--- src/rtl/alu_seq_pkg.sv ---
// Shared types and constants for the ALU instruction sequencer: FSM states,
// opcode values and the instruction field positions.
package alu_seq_pkg;

  typedef enum logic [1:0] {
    ST_IDLE  = 2'd0,
    ST_FETCH = 2'd1,
    ST_EXEC  = 2'd2,
    ST_WB    = 2'd3
  } state_t;

  localparam logic [3:0] OP_ADD  = 4'b0100;
  localparam logic [3:0] OP_SUB  = 4'b0101;
  localparam logic [3:0] OP_OR   = 4'b0110;
  localparam logic [3:0] OP_AND  = 4'b0111;
  localparam logic [3:0] OP_XOR  = 4'b1000;
  localparam logic [3:0] OP_SHR  = 4'b1001;
  localparam logic [3:0] OP_MOV  = 4'b1010;
  localparam logic [3:0] OP_EXCH = 4'b1011;
  localparam logic [3:0] OP_CMP  = 4'b1100;
  localparam logic [3:0] OP_SET  = 4'b1101;
  localparam logic [3:0] OP_CLR  = 4'b1110;

  localparam int OP_MSB = 15;
  localparam int OP_LSB = 12;
  localparam int RA_MSB = 7;
  localparam int RA_LSB = 4;
  localparam int RB_MSB = 3;
  localparam int RB_LSB = 0;

endpackage

--- src/rtl/alu_wb_decode.sv ---
// Combinational writeback decode: maps an opcode to register-file and
// status-register write enables. Gating by the WB state is done by the parent.
module alu_wb_decode
  import alu_seq_pkg::*;
(
  input  logic [3:0] opcode,
  output logic       rf_we_a,
  output logic       rf_we_b,
  output logic       psw_we
);

  // NOTE: every output gets a default before the case so no latch can be inferred.
  always_comb begin
    rf_we_a = 1'b0;
    rf_we_b = 1'b0;
    psw_we  = 1'b0;
    case (opcode)
      OP_ADD, OP_SUB, OP_OR, OP_AND, OP_XOR, OP_SHR: begin
        rf_we_a = 1'b1;
        psw_we  = 1'b1;
      end
      OP_MOV:  rf_we_b = 1'b1;
      OP_EXCH: begin
        rf_we_a = 1'b1;
        rf_we_b = 1'b1;
      end
      OP_CMP, OP_SET, OP_CLR: psw_we = 1'b1;
      default: ;
    endcase
  end

endmodule

--- src/rtl/alu_sequencer.sv ---
// Fetch/execute/writeback sequencer driving an external ALU and register file.
// Define ALU_SEQ_RETIRE_CNT_EN to build the retired-instruction counter.
module alu_sequencer
  import alu_seq_pkg::*;
#(
  parameter logic [15:0] PC_RESET = 16'h0000
) (
  input  logic        clk,
  input  logic        rst,
  input  logic        run,
  output logic        inst_req,
  output logic [15:0] inst_addr,
  input  logic        inst_ack,
  input  logic [15:0] inst_data,
  output logic [15:0] alu_inst,
  output logic [3:0]  rf_addr_a,
  output logic [3:0]  rf_addr_b,
  output logic        rf_we_a,
  output logic        rf_we_b,
  output logic        psw_we,
  output logic        busy,
  output logic [15:0] retired
);

  state_t      state, state_next;
  logic [15:0] pc;
  logic [15:0] inst_q;
  logic        ack_take;
  logic        wb_active;
  logic        dec_we_a, dec_we_b, dec_psw_we;

  assign ack_take = (state == ST_FETCH) && inst_ack;

  // NOTE: sequential state uses non-blocking assignments so every flop samples pre-edge values.
  always_ff @(posedge clk) begin
    if (rst) state <= ST_IDLE;
    else     state <= state_next;
  end

  always_comb begin
    state_next = state;
    case (state)
      ST_IDLE:  if (run) state_next = ST_FETCH;
      ST_FETCH: if (inst_ack) state_next = ST_EXEC;
      ST_EXEC:  state_next = ST_WB;
      ST_WB:    state_next = run ? ST_FETCH : ST_IDLE;
      default:  state_next = ST_IDLE;
    endcase
  end

  always_ff @(posedge clk) begin
    if (rst) begin
      pc     <= PC_RESET;
      inst_q <= 16'h0000;
    end else if (ack_take) begin
      pc     <= pc + 16'd1;
      inst_q <= inst_data;
    end
  end

  alu_wb_decode u_wb_decode (
    .opcode  (inst_q[OP_MSB:OP_LSB]),
    .rf_we_a (dec_we_a),
    .rf_we_b (dec_we_b),
    .psw_we  (dec_psw_we)
  );

  // Reset also masks a WB already in progress so no write escapes the reset cycle.
  assign wb_active = (state == ST_WB) && !rst;

  assign rf_we_a   = wb_active && dec_we_a;
  assign rf_we_b   = wb_active && dec_we_b;
  assign psw_we    = wb_active && dec_psw_we;
  assign inst_req  = (state == ST_FETCH);
  assign inst_addr = pc;
  assign alu_inst  = inst_q;
  assign rf_addr_a = inst_q[RA_MSB:RA_LSB];
  assign rf_addr_b = inst_q[RB_MSB:RB_LSB];
  assign busy      = (state != ST_IDLE);

`ifdef ALU_SEQ_RETIRE_CNT_EN
  logic [15:0] retired_q;

  always_ff @(posedge clk) begin
    if (rst)                 retired_q <= 16'h0000;
    else if (state == ST_WB) retired_q <= retired_q + 16'd1;
  end

  assign retired = retired_q;
`else
  assign retired = 16'h0000;
`endif

endmodule

--- config.mk ---
export PLATFORM = sky130hd
export DESIGN_NAME = alu_sequencer
export DESIGN_NICKNAME = d
export VERILOG_FILES = /design/src/rtl/alu_seq_pkg.sv /design/src/rtl/alu_wb_decode.sv /design/src/rtl/alu_sequencer.sv
export SDC_FILE = /design/constraint.sdc
export NUM_CORES = 1
export LEC_CHECK = 0
export CAP_MARGIN = 20
export CORE_ASPECT_RATIO = 1.2
export CORE_MARGIN = 1
export CORE_UTILIZATION = 40
export DETAILED_ROUTE_END_ITERATION = 7
export GPL_TIMING_DRIVEN = 0
export PLACE_DENSITY = 0.77
export RECOVER_POWER = 100
export SLEW_MARGIN = 20
export SYNTH_ARGS = -nofsm -noshare
export SYNTH_HDL_FRONTEND = slang
export SYNTH_SLANG_ARGS = --single-unit
--- constraint.sdc ---
create_clock -name clk -period 1.9 [get_ports clk]
set_input_delay 0.38 -clock clk [delete_from_list [all_inputs] [get_ports clk]]
set_output_delay 0.38 -clock clk [all_outputs]
set_load 0.02 [all_outputs]
### After elaboration in Yosys (flattened, before gate mapping)

Index checks and enable logic that the tools add are counted.

* multipliers: 0
* div/mod/pow operators: 0
* $lt $le $gt $ge: 0
* bitwise operators: 0
* add/sub/neg operators: 1
* reduce and logical (&&, ||, !) cells: 12
* shifts and indexed selects: 0
* multiplexer cells: 7
* eq/ne operators: 16

Operators by type and width (number)
* $eq 4x4->1 const B: 7
* $add 16x1->16 const B: 1
* $eq 4x3->1 const B: 4
* $reduce_or 9->1: 1
* $pmux 2 s4: 1
* $reduce_or 7->1: 1
* $logic_and 1x1->1: 5
* $eq 2x2->1 const B: 2
* $mux 1: 4
* $mux 2: 2
* $eq 2x1->1 const B: 1
* $logic_not 2->1: 1
* $ne 2x1->1 const B: 1
* $ne 2x2->1 const B: 1
* $reduce_and 2->1: 1
* $reduce_bool 2->1: 1
* $reduce_or 2->1: 1
* $logic_not 1->1: 1

* memories kept: 0
* ROM bits: 0
* bits in latches: 0
* register bits: 34
* memory bits (writable): 0
* output and inout port bits: 61

### Depth between registers and ports, before layout

Gate-level depths: netlist (run 1).

* depth in word-level cells: 4
* mapped depth: 7
* mapped depth without buffers: 6

### Hierarchy

From an unflattened synthesis (run 1), not the netlist that was laid out.

* cells, all modules: 204
* area total of the unflattened synthesis: 1681.6 µm²

By module, submodules not included
* alu_sequencer: seq. area each 680.7 µm², instances 1, cells each 196, area each 1632.8 µm²
* alu_wb_decode: seq. area each 0.0 µm², instances 1, cells each 8, area each 48.8 µm²

### Worst setup path after synthesis (run 1)

OpenSTA, ideal clock, no wires.

* kind: register to register
* start: register state[1]
* end: register pc[13] (netlist: inst_addr[13])
* required time: 1.779 ns
* setup time: 0.121 ns
* clock period less this slack: 1.871 ns
* data arrival time: 1.750 ns
* stages on the path, launching flop included: 7
* slack: 0.029 ns
* path buffers: 0
* cells stage by stage: dfxtp_1 > inv_1 > ha_1 > nand4_1 > or3_4 > nor2_1 > mux2_2

* longest elaborated chain between the ends: 2

Ends and longest elaborated chain
* start, declared: RTL line alu_sequencer.sv:25 `state_t state, state_next;`
* start signal, assigned: RTL line alu_sequencer.sv:37 `else state <= state_next;`
* $eq 2x1->1
* named net inst_req: RTL line alu_sequencer.sv:11 `output logic inst_req,`
* $logic_and 1x1->1: RTL line alu_sequencer.sv:32 `assign ack_take = (state == ST_FETCH) && inst_ack;`
* end signal, assigned: RTL line alu_sequencer.sv:56 `pc <= pc + 16'd1;`
* end, declared: RTL line alu_sequencer.sv:26 `logic [15:0] pc;`

The timed path passes the listed nets, and every way through them passes these cells.
A chain may end at the register's enable or synchronous reset.

### Worst setup path after layout (run 1)

* start: register state[0]
* end: output port rf_we_b

* longest elaborated chain between the ends: 3

Ends and longest elaborated chain
* $eq 2x2->1: RTL line alu_sequencer.sv:69 `assign wb_active = (state == ST_WB) && !rst;`
* $logic_and 1x1->1: RTL line alu_sequencer.sv:69
* $logic_and 1x1->1: RTL line alu_sequencer.sv:72 `assign rf_we_b = wb_active && dec_we_b;`
* end, declared: RTL line alu_sequencer.sv:19 `output logic rf_we_b,`

Every way passes these cells.

==> results of run 1 <==
[through the flow]
step	setup slack, ns	area (um2)	power, mW	util, %
after detailed placement	-0.298	2430	1.69	61.1
after CTS	0.00376	2500	2.18	63.0
final	0.0711	2520	2.14	63.4
after global placement	-0.272	2430	1.68	61.1
after floorplan	0.0290	1730	1.37	-
after global routing	-0.00837	2520	2.29	63.4
[worst max-delay path: cells and delay by family, from the launching register on]
| kind | cells | cell delay (ns) |
|---|---|---|
| flops | 1 | 0.42 |
| simple gates | 2 | 0.23 |
| fa+ha+maj | 1 | 0.21 |
| buf+inv | 1 | 0.30 |
[where the power goes]
group	internal (mW)	leakage, nW	switching, mW
clock	0.245	0.0438	0.245
combinational	0.351	0.772	0.443
sequential	0.790	0.275	0.0707
total	1.39	1.09	0.758
[cell type report]
cell class | count | share of cell area (%)
Buffer | 31 | 8.55
Timing Repair Buffer | 64 | 24.9
Clock buffer | 5 | 2.73
Multi-Input combinational cell | 149 | 32.7
Sequential cell | 34 | 27.0
Clock inverter | 2 | 0.398
Tap cell | 54 | 2.68
Inverter | 7 | 1.04
[Yosys cell counts, types with 2 or more instances]
cell type	n	share of area (%)
nand2_1	41	9.2
dfxtp_1	34	41
buf_4	24	11
a21oi_1	21	6.3
nor2_1	16	3.6
xnor2_1	8	4.2
inv_1	7	1.6
clkbuf_1	5	1.1
ha_1	5	3.7
o21ai_0	5	1.5
nand3_1	4	1.2
or3_1	4	1.5
nor2b_1	3	1.1
nor3_1	3	0.90
nor4_1	3	1.1
buf_1	2	0.45
mux2_2	2	1.3
nand2b_1	2	0.75
nand3_2	2	1.2
nand4_1	2	0.75
xor2_1	2	1.0
[cells by family (layout without fill, tap and decap cells)]
kind of cell / after synthesis / in the layout / synth area share, %
other: 1 / 16 / 0.224
and+or+nand+nor: 85 / 85 / 23.8
xor gates and xnor gates: 10 / 10 / 5.24
muxes: 3 / 3 / 1.95
adders and majority gates: 5 / 5 / 3.74
AOI/OAI and AO/OA: 30 / 30 / 9.73
buffers and inverters: 39 / 109 / 14.6
DFF: 34 / 34 / 40.7
[per-layer routing]
layer	vias up	wire [um]	global-route usage, %
li1	812	-	-
met1	697	1610	20.3
met2	52	1820	29.5
met3	8	276	6.38
met4	0	68	9.09
met5	-	0	0
[final timing paths]
path	endpoint	slack [ns]	depth (start not counted)
worst max-delay path	rf_we_b	0.07	4
worst min-delay path	alu_inst[8]	0.45	2
worst max register to register	inst_addr[14]	0.12	6
worst min register to register	alu_inst[8]	0.45	2
[registers in the layout (all words and copies together) (netlist names)]
name,count
alu_inst,16
inst_addr,16
state,2
[layout by cell type, fill, tap and decap left out, types with 3 or more instances in the layout]
master           instances
a21oi_1                 21
buf_4                   24
clkbuf_1                 5
clkbuf_8                 5
clkdlybuf4s50_1         19
conb_1                  16
dfxtp_1                 34
dlygate4sd3_1           39
ha_1                     4
inv_1                    7
nand2_1                 41
nand3_1                  4
nor2_1                  16
nor2b_1                  3
nor3_1                   3
nor4_1                   3
o21ai_0                  5
or3_1                    4
xnor2_1                  8
[repair_timing]
item                                    in CTS  in global routing
gates cloned                                 0                  0
resized for setup                            7                  6
endpoints found under the setup margin      18                 14
buffers inserted                             0                  1
==> summary.md, run 1 <==
| Metric | Value |
|---|---|
| Pwr dens | 852 nW/um2 |
| Die width | 61.0 um |
| Detail Route Antenna Nets | 0 |
| Drc violations | 0 |
| Vias in the first global route | 1358 |
| Global Route Usage Sum | 18.0% |
| Clock slew at reported path FFs | 0.06 ns |
| Wire length per cell | 10.9 um |
| Final Hold Slack | 0.453 ns |
| FF/Latch Area | 681 um2 |
| Initial antenna violation count | 0 |
| Fin crit share | 96.3% |
| Area occupied by multi-input gates | 823 um2 |
| Longest Clk Path Bufs | 2 |
| Synth Register Bits | 34 |
| Clk_lat worst skew | 0.28 ns |
| CTS root buffer | clkbuf_8 |
| Final WL | 3780 um |
| Hold Crit Class | register to register |
| Startpoint types | register |
| Pins Over Slew Limit | 0 |
| VDD IR max | 0.000455 V |
| Setup Skew | 0.00394 ns |
| GP Congestion | 0.796 |
| CTS tree | built |
| # diodes | 0 |
| Worst Setup Path Type | register to primary output |
| Drt initial violations | 35 |
| Final setup violating endpoints | 0 |
| Ys async rst share | 0% |
| Worst path slowest cell | dfxtp_1 |
| Vias | 1569 |
| First-pass GRT wire length | 5900 um |
| CP Data Arrival Time | 1.45 ns |
| Max Cap Violations | 0 |
| Syn Area/Cell | 8.08 um2 |
| Hpwl dp | 2770 um |
| Placed cell count | 339 |
| Cts hold-fix bufs | 0 |
| Post-route minimum period | 1.83 ns |
| Die Area | 4440 um2 |
| Share of layout cells above drive strength 1 | 13.4% |
| Vias/cell | 4.53 |
| Worst Path Required | 1.52 ns |
| Static leakage | 1.09 nW |
| Fmax | 547 MHz |
| Worst-path cell chain | ha_1 > nand2b_1 > nor2_1 > clkdlybuf4s15_1 |
| Num CTS Buffers | 5 |
| Max incr delay on CP | 0.42 ns |
| Yosys Warn Count | 0 |
| Seq/Total Area, Yosys | 40.7% |
| Vert. Die Dim | 72.8 um |
| Mapped Cells | 207 |
| Overflow after GRT | 0 |
| Clock Sinks | 34 |
| Setup TNS | 0 ns |
| Status | completed |
| Mapped cell area | 1670 um2 |
| Layout area overhead | 50.6% |
| Hold Fails Final Rpt | 0 |
| R2R Path Start | state[1] |
| IO Pins | 81 |
| Non-Filler Instances | 346 |
| Synth Flop Type | dfxtp_1 |
| Starting density of the core | 42.1% |
| RSZ-0062 raised after global routing | true |
| Layout fillers | 375 |
| Maximum number of pins on one net before global-route repair | 11 |
| Core area | 3970 um2 |
| PortBufs | 63 |
| Hold Startpoint | alu_inst[8] |
| Htree depth | 2 |
| Final net count | 317 |
| EDFF count, synth | 0 |
| CP startpoint | state[0] |
| Drt first pass iters | 4 |
| CP Max Fanout | 3 |
| CP Capture Type | primary output |
| FP Rows | 25 |
| Distinct cells, synth | 33 |
Power figures use the tool's default switching activity.
==> inputs of run 2 (changes only) <==
--- a/config.mk
+++ b/config.mk
@@ -11,7 +11,7 @@
 export CORE_UTILIZATION = 40
 export DETAILED_ROUTE_END_ITERATION = 7
 export GPL_TIMING_DRIVEN = 0
-export PLACE_DENSITY = 0.77
+export PLACE_DENSITY = 0.83
 export RECOVER_POWER = 100
 export SLEW_MARGIN = 20
 export SYNTH_ARGS = -nofsm -noshare
==> run 2 against run 1 <==
Compared with the run above:
- largest power group unchanged
- sequential power is essentially flat
- worst hold slack lost 0.00067 ns
- flip-flop and latch count is the same
- clock skew shrank 0.0018 ns
- setup slack gained 0.024 ns
- core utilization grew 0.91 points
- fmax grew 1.3%
- count of clock-buffer cells in the layout grew 3
==> summary.md, run 2 (synthesis gave the netlist of run 1 again) <==
| Metric | Value |
|---|---|
| R2R Path Start | inst_addr[0] |
| CP startpoint | state[0] |
| Layout area overhead | 52.8% |
| Fmax | 554 MHz (+1.3%) |
| Core area | 3970 um2 (unchanged) |
| Detail Route Antenna Nets | 0 (unchanged) |
| Final Hold Slack | 0.452 ns (-0.000668 ns) |
| Most frequent cells in the layout | clkdlybuf4s50_1 (57), nand2_1 (41), dfxtp_1 (34) |
| Die Area | 4440 um2 (unchanged) |
| Pwr dens | 899 nW/um2 (+5.6%) |
| Clock Sinks | 34 (unchanged) |
| Overflow after GRT | 0 (unchanged) |
| Vias in the first global route | 1437 (+5.8%) |
| CP Capture Type | primary output |
| Longest Clk Path Bufs | 2 (unchanged) |
| Vias | 1575 (+0.38%) |
| Most common cell after layout, fill and taps aside | clkdlybuf4s50_1 |
| Static leakage | 0.997 nW (-8.7%) |
| Hold Fails Final Rpt | 0 (unchanged) |
| Place WS | -0.300 ns (-0.00171 ns) |
| Vert. Die Dim | 72.8 um (unchanged) |
| Drt initial violations | 52 (+49%) |
| Placed cell count | 339 (unchanged) |
| Util after Layout | 64.3% (+0.91 points) |
| Clk_lat worst skew | 0.28 ns (about the same) |
| Startpoint types | register |
| CTS tree | built |
| Final Instance Area | 2550 um2 (+1.4%) |
| Initial antenna violation count | 0 (unchanged) |
| Status | completed |
| FP Rows | 25 (unchanged) |
| PortBufs | 63 (unchanged) |
| Dpl cell area | 2430 um2 (unchanged) |
| # diodes | 0 (unchanged) |
| Hold Startpoint | alu_inst[11] |
| Num CTS Buffers | 5 (unchanged) |
| Final net count | 317 (unchanged) |
| Vias/cell | 4.54 (about the same) |
| Maximum number of pins on one net before global-route repair | 11 (unchanged) |
| Setup Skew | 0.00212 ns (-0.00182 ns) |
| CTS root buffer | clkbuf_8 |
| Hold Crit Class | register to register |
| Pins Over Slew Limit | 0 (unchanged) |
| Cts hold-fix bufs | 0 (unchanged) |
| Max Cap Violations | 0 (unchanged) |
| Share of layout cells above drive strength 1 | 14.7% (+1.3 points) |
| Hpwl dp | 2760 um (-0.22%) |
| Global Route Usage Sum | 17.8% (-0.24 points) |
| CP Data Arrival Time | 1.43 ns (-0.02 ns) |
| Final WL | 3620 um (-4.3%) |
| Die width | 61.0 um (unchanged) |
| Htree depth | 2 (unchanged) |
| Worst Path Required | 1.52 ns (about the same) |
| Clock slew at reported path FFs | 0.07 ns (about the same) |
| IO Pins | 81 (unchanged) |
| CP Max Fanout | 3 (unchanged) |
| VDD IR max | 0.000502 V (+10%) |
| GP Congestion | 0.824 (+3.5%) |
| Worst Setup Path Type | register to primary output |
| Non-Filler Instances | 347 (+0.29%) |
| Starting density of the core | 42.1% (unchanged) |
| Fin crit share | 95.0% (-1.2 points) |
| First-pass GRT wire length | 6020 um (+2.0%) |
| Post-route minimum period | 1.81 ns (-0.0236 ns) |
| Final setup violating endpoints | 0 (unchanged) |
| Post-route setup slack | 0.0947 ns (+0.0236 ns) |
| Power, Total | 2.30 mW (+7.1%) |
| Wire length per cell | 10.4 um (-4.6%) |
| Drt first pass iters | 4 (unchanged) |
| Setup TNS | 0 ns (unchanged) |
| Drc violations | 0 (unchanged) |
-- run 2: path summary, 6_finish.rpt --
path	endpoint	slack, ns	cells past startpoint
max reg2reg	inst_addr[14]	0.19	5
min reg2reg	alu_inst[11]	0.45	2
min	alu_inst[11]	0.45	2
max	psw_we	0.09	4
-- run 2: power breakdown --
group / internal, mW / total [mW] / switching [mW]
Combinational: 0.379 / 0.823 / 0.444
Sequential: 0.789 / 0.861 / 0.0713
Clock: 0.366 / 0.613 / 0.247
Total: 1.53 / 2.30 / 0.763
-- run 2: routing by layer --
layer	GRT usage (%)	wire, um	vias up
met5	0	0	-
met4	5.56	72	0
met3	6.03	287	9
met2	31.0	1720	56
met1	20.0	1540	702
li1	-	-	808
-- run 2: layout make-up --
| cell class | count | area (um2) |
|---|---|---|
| Clock buffer | 8 | 110 |
| Tap cell | 54 | 67.6 |
| Timing Repair Buffer | 64 | 631 |
| Sequential cell | 34 | 681 |
| Buffer | 31 | 215 |
| Fill cell | 358 | 1420 |
| Multi-Input combinational cell | 149 | 823 |
| Inverter | 7 | 26.3 |
-- run 2: worst max-delay path: stages (launching register included) --
cell and delay [ns]:
dfxtp_1 0.41, ha_1 0.20, nand2b_1 0.10, nor2_1 0.11, dlygate4sd2_1 0.33
-- run 2: repair_timing --
action,in CTS,in global routing
pin swaps,1,0
setup endpoints to repair,17,15
setup buffers,1,0
gates resized for setup,6,7
